<file path="config.mk">
export PLATFORM = sky130hd
export DESIGN_NAME = display_address_gen_flat
export DESIGN_NICKNAME = d
export VERILOG_FILES = /design/src/rtl/dag_pkg.sv /design/src/rtl/display_address_gen_if.sv /design/src/rtl/dag_mode_decode.sv /design/src/rtl/display_address_gen.sv /design/src/flat_wrapper.sv
export SDC_FILE = /design/constraint.sdc
export NUM_CORES = 1
export LEC_CHECK = 0
export BUFFER_PORTS_ARGS = -buffer_cell sky130_fd_sc_hd__buf_4
export CAP_MARGIN = 20
export CORE_MARGIN = 5
export CORE_UTILIZATION = 39
export DETAILED_ROUTE_END_ITERATION = 7
export HOLD_SLACK_MARGIN = 0.1
export PLACE_DENSITY_LB_ADDON = 0.3
export SLEW_MARGIN = 25
export SYNTH_ARGS = -nofsm -noshare
export SYNTH_HDL_FRONTEND = slang
export SYNTH_SLANG_ARGS = --single-unit
</file>
<file path="constraint.sdc">
create_clock -name clk -period 3.8 [get_ports clk]
set_clock_uncertainty 0.2 [all_clocks]
set_input_delay 0 -clock clk [delete_from_list [all_inputs] [get_ports clk]]
set_output_delay 0 -clock clk [all_outputs]
set_load 0.02 [all_outputs]
</file>
<file path="src/rtl/dag_pkg.sv">
// Shared definitions for the display address generator.
//   - mode encoding constants ({ag, gm[2:0]})
//   - per-mode geometry lookup (bytes per row, scanline divisor)
//   - default scanlines per alpha text row
package dag_pkg;

    localparam logic [3:0] MODE_ALPHA = 4'b0000;
    localparam logic [3:0] GM0        = 4'b1000;
    localparam logic [3:0] GM1        = 4'b1001;
    localparam logic [3:0] GM2        = 4'b1010;
    localparam logic [3:0] GM3        = 4'b1011;
    localparam logic [3:0] GM4        = 4'b1100;
    localparam logic [3:0] GM5        = 4'b1101;
    localparam logic [3:0] GM6        = 4'b1110;
    localparam logic [3:0] GM7        = 4'b1111;

    localparam int DEFAULT_ALPHA_DIV = 12;

    typedef struct packed {
        logic [5:0] bpr;  // bytes fetched per displayed row (16 or 32)
        logic [3:0] div;  // scanlines each row is repeated for
    } dag_geom_t;

    // Alpha ignores gm entirely; graphics modes use a fixed table.
    function automatic dag_geom_t dag_geom(input logic [3:0] mode,
                                           input logic [3:0] alpha_div);
        dag_geom_t g;
        if (!mode[3]) begin
            g = '{bpr: 6'd32, div: alpha_div};
        end else begin
            case (mode[2:0])
                3'd0, 3'd1: g = '{bpr: 6'd16, div: 4'd3};
                3'd2:       g = '{bpr: 6'd32, div: 4'd3};
                3'd3:       g = '{bpr: 6'd16, div: 4'd2};
                3'd4:       g = '{bpr: 6'd32, div: 4'd2};
                3'd5:       g = '{bpr: 6'd16, div: 4'd1};
                default:    g = '{bpr: 6'd32, div: 4'd1};
            endcase
        end
        return g;
    endfunction

endpackage

</file>
<file path="src/rtl/display_address_gen_if.sv">
// Bus between frame timing (master) and the display address generator (slave).
//   master drives: mode, base_addr, frame_start, line_start, fetch
//   slave drives:  da, sub_row, row_last, overrun (only with DAG_OVERRUN_EN)
interface display_address_gen_if #(
    parameter int ADDR_W = 13
);
    logic [3:0]        mode;
    logic [ADDR_W-1:0] base_addr;
    logic              frame_start;
    logic              line_start;
    logic              fetch;
    logic [ADDR_W-1:0] da;
    logic [3:0]        sub_row;
    logic              row_last;
`ifdef DAG_OVERRUN_EN
    logic              overrun;

    modport master (
        output mode, base_addr, frame_start, line_start, fetch,
        input  da, sub_row, row_last, overrun
    );
    modport slave (
        input  mode, base_addr, frame_start, line_start, fetch,
        output da, sub_row, row_last, overrun
    );
`else
    modport master (
        output mode, base_addr, frame_start, line_start, fetch,
        input  da, sub_row, row_last
    );
    modport slave (
        input  mode, base_addr, frame_start, line_start, fetch,
        output da, sub_row, row_last
    );
`endif
endinterface

</file>
<file path="src/rtl/dag_mode_decode.sv">
// Combinational geometry decode for the latched display mode.
//   mode_q        in  4  latched {ag, gm[2:0]}
//   bytes_per_row out 6  bytes fetched per row
//   divisor       out 4  scanlines per repeated row
module dag_mode_decode
    import dag_pkg::*;
#(
    parameter int ALPHA_DIV = DEFAULT_ALPHA_DIV
) (
    input  logic [3:0] mode_q,
    output logic [5:0] bytes_per_row,
    output logic [3:0] divisor
);
    dag_geom_t geom;

    always_comb begin
        geom          = dag_geom(mode_q, 4'(ALPHA_DIV));
        bytes_per_row = geom.bpr;
        divisor       = geom.div;
    end
endmodule

</file>
<file path="src/rtl/display_address_gen.sv">
// Display address generator for the MC6847X video core.
// Walks video memory one byte per fetch strobe, repeating each row for the
// mode's scanline divisor, and exports the sub-row index for the character
// generator.
//   clk      in   video clock
//   reset_n  in   asynchronous active-low reset
//   bus      slave modport: mode/base_addr/frame_start/line_start/fetch in,
//            da/sub_row/row_last (and overrun) out
// Optional feature: define DAG_OVERRUN_EN to add the sticky overrun flag.
module display_address_gen
    import dag_pkg::*;
#(
    parameter int ADDR_W    = 13,
    parameter int ALPHA_DIV = DEFAULT_ALPHA_DIV
) (
    input  logic                  clk,
    input  logic                  reset_n,
    display_address_gen_if.slave  bus
);
    logic [3:0]        mode_q,     mode_d;
    logic [ADDR_W-1:0] row_base_q, row_base_d;
    logic [ADDR_W-1:0] da_q,       da_d;
    logic [5:0]        byte_cnt_q, byte_cnt_d;
    logic [3:0]        sub_row_q,  sub_row_d;
    logic [5:0]        bytes_per_row;
    logic [3:0]        divisor;
    logic              last_sub_row;
`ifdef DAG_OVERRUN_EN
    logic              overrun_q,  overrun_d;
`endif

    dag_mode_decode #(.ALPHA_DIV(ALPHA_DIV)) u_mode_decode (
        .mode_q        (mode_q),
        .bytes_per_row (bytes_per_row),
        .divisor       (divisor)
    );

    assign last_sub_row = (sub_row_q == divisor - 4'd1);

    // Priority: frame_start > line_start > fetch.
    always_comb begin
        mode_d     = mode_q;
        row_base_d = row_base_q;
        da_d       = da_q;
        byte_cnt_d = byte_cnt_q;
        sub_row_d  = sub_row_q;
`ifdef DAG_OVERRUN_EN
        overrun_d  = overrun_q;
`endif
        if (bus.frame_start) begin
            mode_d     = bus.mode;
            da_d       = bus.base_addr;
            row_base_d = bus.base_addr;
            byte_cnt_d = '0;
            sub_row_d  = '0;
`ifdef DAG_OVERRUN_EN
            overrun_d  = 1'b0;
`endif
        end else if (bus.line_start) begin
            byte_cnt_d = '0;
            if (last_sub_row) begin
                // da already points past the row just shown
                sub_row_d  = '0;
                row_base_d = da_q;
            end else begin
                sub_row_d  = sub_row_q + 4'd1;
                da_d       = row_base_q;
            end
        end else if (bus.fetch) begin
            if (byte_cnt_q < bytes_per_row) begin
                da_d       = da_q + ADDR_W'(1);
                byte_cnt_d = byte_cnt_q + 6'd1;
            end
`ifdef DAG_OVERRUN_EN
            else begin
                overrun_d  = 1'b1;
            end
`endif
        end
    end

    always_ff @(posedge clk or negedge reset_n) begin
        if (!reset_n) begin
            mode_q     <= MODE_ALPHA;
            row_base_q <= '0;
            da_q       <= '0;
            byte_cnt_q <= '0;
            sub_row_q  <= '0;
`ifdef DAG_OVERRUN_EN
            overrun_q  <= 1'b0;
`endif
        end else begin
            mode_q     <= mode_d;
            row_base_q <= row_base_d;
            da_q       <= da_d;
            byte_cnt_q <= byte_cnt_d;
            sub_row_q  <= sub_row_d;
`ifdef DAG_OVERRUN_EN
            overrun_q  <= overrun_d;
`endif
        end
    end

    assign bus.da       = da_q;
    assign bus.sub_row  = sub_row_q;
    assign bus.row_last = last_sub_row;
`ifdef DAG_OVERRUN_EN
    assign bus.overrun  = overrun_q;
`endif
endmodule

</file>
<file path="src/flat_wrapper.sv">
// flat-port wrapper written by rule: the top's interface ports become plain ports
module display_address_gen_flat import dag_pkg::*;
#(
    parameter int ADDR_W    = 13,
    parameter int ALPHA_DIV = DEFAULT_ALPHA_DIV
)
  (clk, reset_n, bus_mode, bus_base_addr, bus_frame_start, bus_line_start, bus_fetch, bus_da, bus_sub_row, bus_row_last);
  display_address_gen_if #(.ADDR_W(ADDR_W)) bus_i ();
  input  logic clk;
  input  logic reset_n;
  input wire logic [$bits(bus_i.mode)-1:0] bus_mode;
  input wire logic [$bits(bus_i.base_addr)-1:0] bus_base_addr;
  input wire logic [$bits(bus_i.frame_start)-1:0] bus_frame_start;
  input wire logic [$bits(bus_i.line_start)-1:0] bus_line_start;
  input wire logic [$bits(bus_i.fetch)-1:0] bus_fetch;
  output wire logic [$bits(bus_i.da)-1:0] bus_da;
  output wire logic [$bits(bus_i.sub_row)-1:0] bus_sub_row;
  output wire logic [$bits(bus_i.row_last)-1:0] bus_row_last;
  assign bus_i.mode = bus_mode;
  assign bus_i.base_addr = bus_base_addr;
  assign bus_i.frame_start = bus_frame_start;
  assign bus_i.line_start = bus_line_start;
  assign bus_i.fetch = bus_fetch;
  assign bus_da = bus_i.da;
  assign bus_sub_row = bus_i.sub_row;
  assign bus_row_last = bus_i.row_last;
  display_address_gen #(.ADDR_W(ADDR_W), .ALPHA_DIV(ALPHA_DIV)) u_core (.clk(clk), .reset_n(reset_n), .bus(bus_i));
endmodule
</file>
==> parameters.txt <==
Parameter                              Value

Drt
  Number of vias after detailed routing ... around 2200
  Routed WL per cell ... approximately 14 microns
  Remaining design rule violation count ... 0
  Iteration count of the initial detailed-routing pass ... 4
  Count of antenna-violating nets left after detailed routing ... 0
  Total detailed-routing wirelength ... ~6000 microns
  DR vias/cell ... about 5.3
  Detailed router's first-iteration violation count ... between 100 and 150

Synth
  Main flop type after synthesis ... sky130_fd_sc_hd__dfrtp_1
  Synth Warn # ... 0
  Number of synthesized flops with an enable pin ... 0
  Post-Synthesis Cell Area ... around 0.0024 sq mm
  Number of storage elements in the synthesis netlist ... 40
  Share of synthesized area occupied by flip-flops and latches ... 41.8%
  Count of unique library cells instantiated by Yosys ... 49
  Cell count after synthesis ... between 200 and 300
  Synthesized net count ... around 290
  Post-Syn Area per Cell ... between 8 and 9 sq um
  Proportion of synthesized flip-flops having asynchronous set or reset ... between 90% and 100%

Cells and area
  Final core utilization ... 54.5%
  Area added between synthesis and finish ... 35.6%
  Most common library cell in the layout ignoring fill and taps ... sky130_fd_sc_hd__nand2_1
  Layout Nets ... ~370
  Inserted Diodes ... 0
  Highest-count cells in the layout ignoring fill and taps ... sky130_fd_sc_hd__nand2_1 (56), sky130_fd_sc_hd__buf_4 (42), sky130_fd_sc_hd__dfrtp_1 (40)
  Layout cell share with drive strength beyond 1 ... between 10% and 20%
  Final Instance Area ... between 0.003 and 0.004 sq mm

Critical path
  Crit end category ... flip-flop
  Depth of the worst register-to-register path ... 11
  Critical Path Start Type ... flip-flop
  Critical path required time ... about 3.8 ns
  Data arrival at the endpoint of the critical path ... about 3.4 ns
  Worst setup path class ... flip-flop to flip-flop
  Maximum fanout along the worst path ... 15

Clocking
  Number of buffers created by CTS ... 5
  TritonCTS clock tree ... done
  Later-pin clock latency in the skew report ... ~0.3 ns
  Level count of the clock H-tree ... 2
  Clock Sink Count ... 40
  Number of post-CTS setup repair buffers ... 0
  Buffer depth of the longest clock path ... 2
  Clock-pin transition on the worst setup and hold timing paths ... ~0.080 ns
  Clk Tree Root Cell ... sky130_fd_sc_hd__clkbuf_8

GRT
  GRT Total Usage ... 16.3%
  First-pass GRT wire length ... 9960 microns
  Global-route congestion overflow total ... 0
  Number of global-route vias before repair ... roughly 2200
  Largest net degree at the start of global routing ... 41
  Initial antenna violation count ... 0

Timing
  Worst slack on hold paths ... roughly 0.16 ns
  RSZ-0062 raised after global routing ... false
  Highest attainable clock frequency ... roughly 0.3 GHz
  Worst slew margin relative to its limit ... 66.9%
  Measured slew at the worst slew-check pin ... just under 0.5 ns
  Final Hold Vio Count ... 0
  Final number of setup-violating endpoints ... 0
  Max Transition Viols Final ... 0
  Accumulated negative setup slack ... 0 ns
  Final worst-path cycle share ... around nine tenths
  Crit path time final ... approximately 3.4 ns

Die
  Total core area ... between 0.005 and 0.006 sq mm
  Chip height ... 88.3 microns
  Horizontal die dimension ... 88.3 microns
  Die Outline Area ... just under 0.008 sq mm
  # IOs ... 40
  Initial core utilization ... 40.2%
  Cell Rows ... 28

Status
  Outcome ... complete, no violations

Min path
  Hold Path Cell Cnt ... 7
  Worst hold path class ... primary input to flip-flop

Pwr
  Largest vdd supply drop ... roughly 0.21 mV
  PwrDens ... between 300 and 400 mW/mm^2
  Leakage power summed over all cells ... around 1.4 nW
  Post-layout power ... roughly 0.0012 W

Place
  Post-detailed-placement cell area ... 0.00275 sq mm
  Placer's final routability congestion estimate ... between 0.7 and 0.8
  Post-detailed-placement half-perimeter wirelength ... a little under 4000 microns
  Total of buffers placed on input and output ports ... 39

Flow run
  # Max-Cap Violations ... 0
==> sequential cells by signal, indices dropped and copies added (netlist names) <==
signal,cells
u_core.bus.da,13
u_core.bus.sub_row,4
u_core.byte_cnt_q,6
u_core.mode_q,4
u_core.row_base_q,13
==> synthesized netlist by cell type (2+ instances only) <==
master / n / area (sq um)
sky130_fd_sc_hd__nand3_1: 10 / 50.1
sky130_fd_sc_hd__nand2b_1: 5 / 31.3
sky130_fd_sc_hd__clkbuf_1: 9 / 33.8
sky130_fd_sc_hd__ha_1: 5 / 62.6
sky130_fd_sc_hd__nand2_1: 56 / 210
sky130_fd_sc_hd__o21ai_0: 7 / 35.0
sky130_fd_sc_hd__dfrtp_1: 40 / 1000
sky130_fd_sc_hd__and2_1: 8 / 50.1
sky130_fd_sc_hd__nor2b_1: 2 / 12.5
sky130_fd_sc_hd__nand4_1: 3 / 18.8
sky130_fd_sc_hd__a211o_1: 3 / 26.3
sky130_fd_sc_hd__nand3b_1: 2 / 15.0
sky130_fd_sc_hd__inv_1: 7 / 26.3
sky130_fd_sc_hd__a2bb2oi_1: 3 / 26.3
sky130_fd_sc_hd__a31oi_1: 6 / 37.5
sky130_fd_sc_hd__nor3_1: 5 / 25.0
sky130_fd_sc_hd__o31a_1: 3 / 26.3
sky130_fd_sc_hd__xor2_1: 4 / 35.0
sky130_fd_sc_hd__buf_2: 2 / 10.0
sky130_fd_sc_hd__o211ai_1: 4 / 30.0
sky130_fd_sc_hd__o21a_1: 4 / 30.0
sky130_fd_sc_hd__a21oi_1: 7 / 35.0
sky130_fd_sc_hd__o31ai_1: 9 / 67.6
sky130_fd_sc_hd__nor2_1: 20 / 75.1
sky130_fd_sc_hd__xnor2_1: 3 / 26.3
sky130_fd_sc_hd__mux2i_1: 9 / 90.1
sky130_fd_sc_hd__and3_1: 5 / 31.3
sky130_fd_sc_hd__mux2_2: 5 / 56.3
==> report_power, final <==
part | switching [W] | total, W | leakage (nW) | internal (W)
clock | 0.000153 | 0.000385 | 0.0645 | 0.000232
combinational | 0.000147 | 0.000294 | 0.864 | 0.000147
sequential | 0.0000500 | 0.000516 | 0.509 | 0.000466
==> repair_timing <==
action | 4_1_cts | 5_1_grt
gates resized for setup | 0 | 0
hold buffers | 36 | 0
hold endpoints to repair | 80 | 0
==> cells by family (layout without fill, tap and decap cells) <==
group	Yosys count	in the layout	synth area share, %
compound gates	59	59	18.8
flops	40	40	41.8
mux	16	16	7.32
fa+ha+maj	5	5	2.62
simple gates	120	120	23.2
buf+inv	20	94	3.66
xor+xnor	7	7	2.56
==> per-layer routing <==
layer,wire length (microns),up-vias,GRT usage (%)
li1,-,1089,-
met1,2670,1061,20.9
met2,2940,52,28.0
met3,329,6,3.26
met4,50,0,4.81
met5,0,-,0
==> metrics by stage <==
stage          setup WS, ns  instances
6_report              0.444        416
5_1_grt               0.276        416
4_1_cts               0.515        416
3_5_place_dp          0.934        372
3_3_place_gp           1.01        372
2_1_floorplan          1.12        267
==> critical path, stage by stage (launching register included) <==
cell and delay, ns:
sky130_fd_sc_hd__dfrtp_1 0.43, sky130_fd_sc_hd__or3b_4 0.43, sky130_fd_sc_hd__nand3_1 0.10, sky130_fd_sc_hd__ha_1 0.17, sky130_fd_sc_hd__xor2_1 0.18, sky130_fd_sc_hd__mux2i_1 0.30, sky130_fd_sc_hd__o211ai_4 0.15, sky130_fd_sc_hd__inv_4 0.24
sky130_fd_sc_hd__nand2_1 0.08, sky130_fd_sc_hd__and3_1 0.20, sky130_fd_sc_hd__o31ai_1 0.24, sky130_fd_sc_hd__dlygate4sd3_1 0.58
==> path summary, 6_finish.rpt <==
kind / from / endpoint / slack [ns]
hold reg to reg: u_core.row_base_q[3] / u_core.row_base_q[3] / 0.27
setup reg to reg: u_core.mode_q[1] / u_core.bus.da[0] / 0.44
hold / removal: bus_fetch / u_core.byte_cnt_q[1] / 0.16
setup / recovery: u_core.mode_q[1] / u_core.bus.da[0] / 0.44
max in group asynchronous: reset_n / u_core.bus.da[4] / 2.67
min in group asynchronous: reset_n / u_core.row_base_q[7] / 0.53
==> cell type report <==
type,count,area (sq um)
clock inverter,1,30.0
multi-input combinational,207,1300
inverter,8,32.5
sequential,40,1000
timing repair buffer,78,686
clock buffer,7,96.3
fill,553,2710
tap,75,93.8
Power figures use the tool's default switching activity.
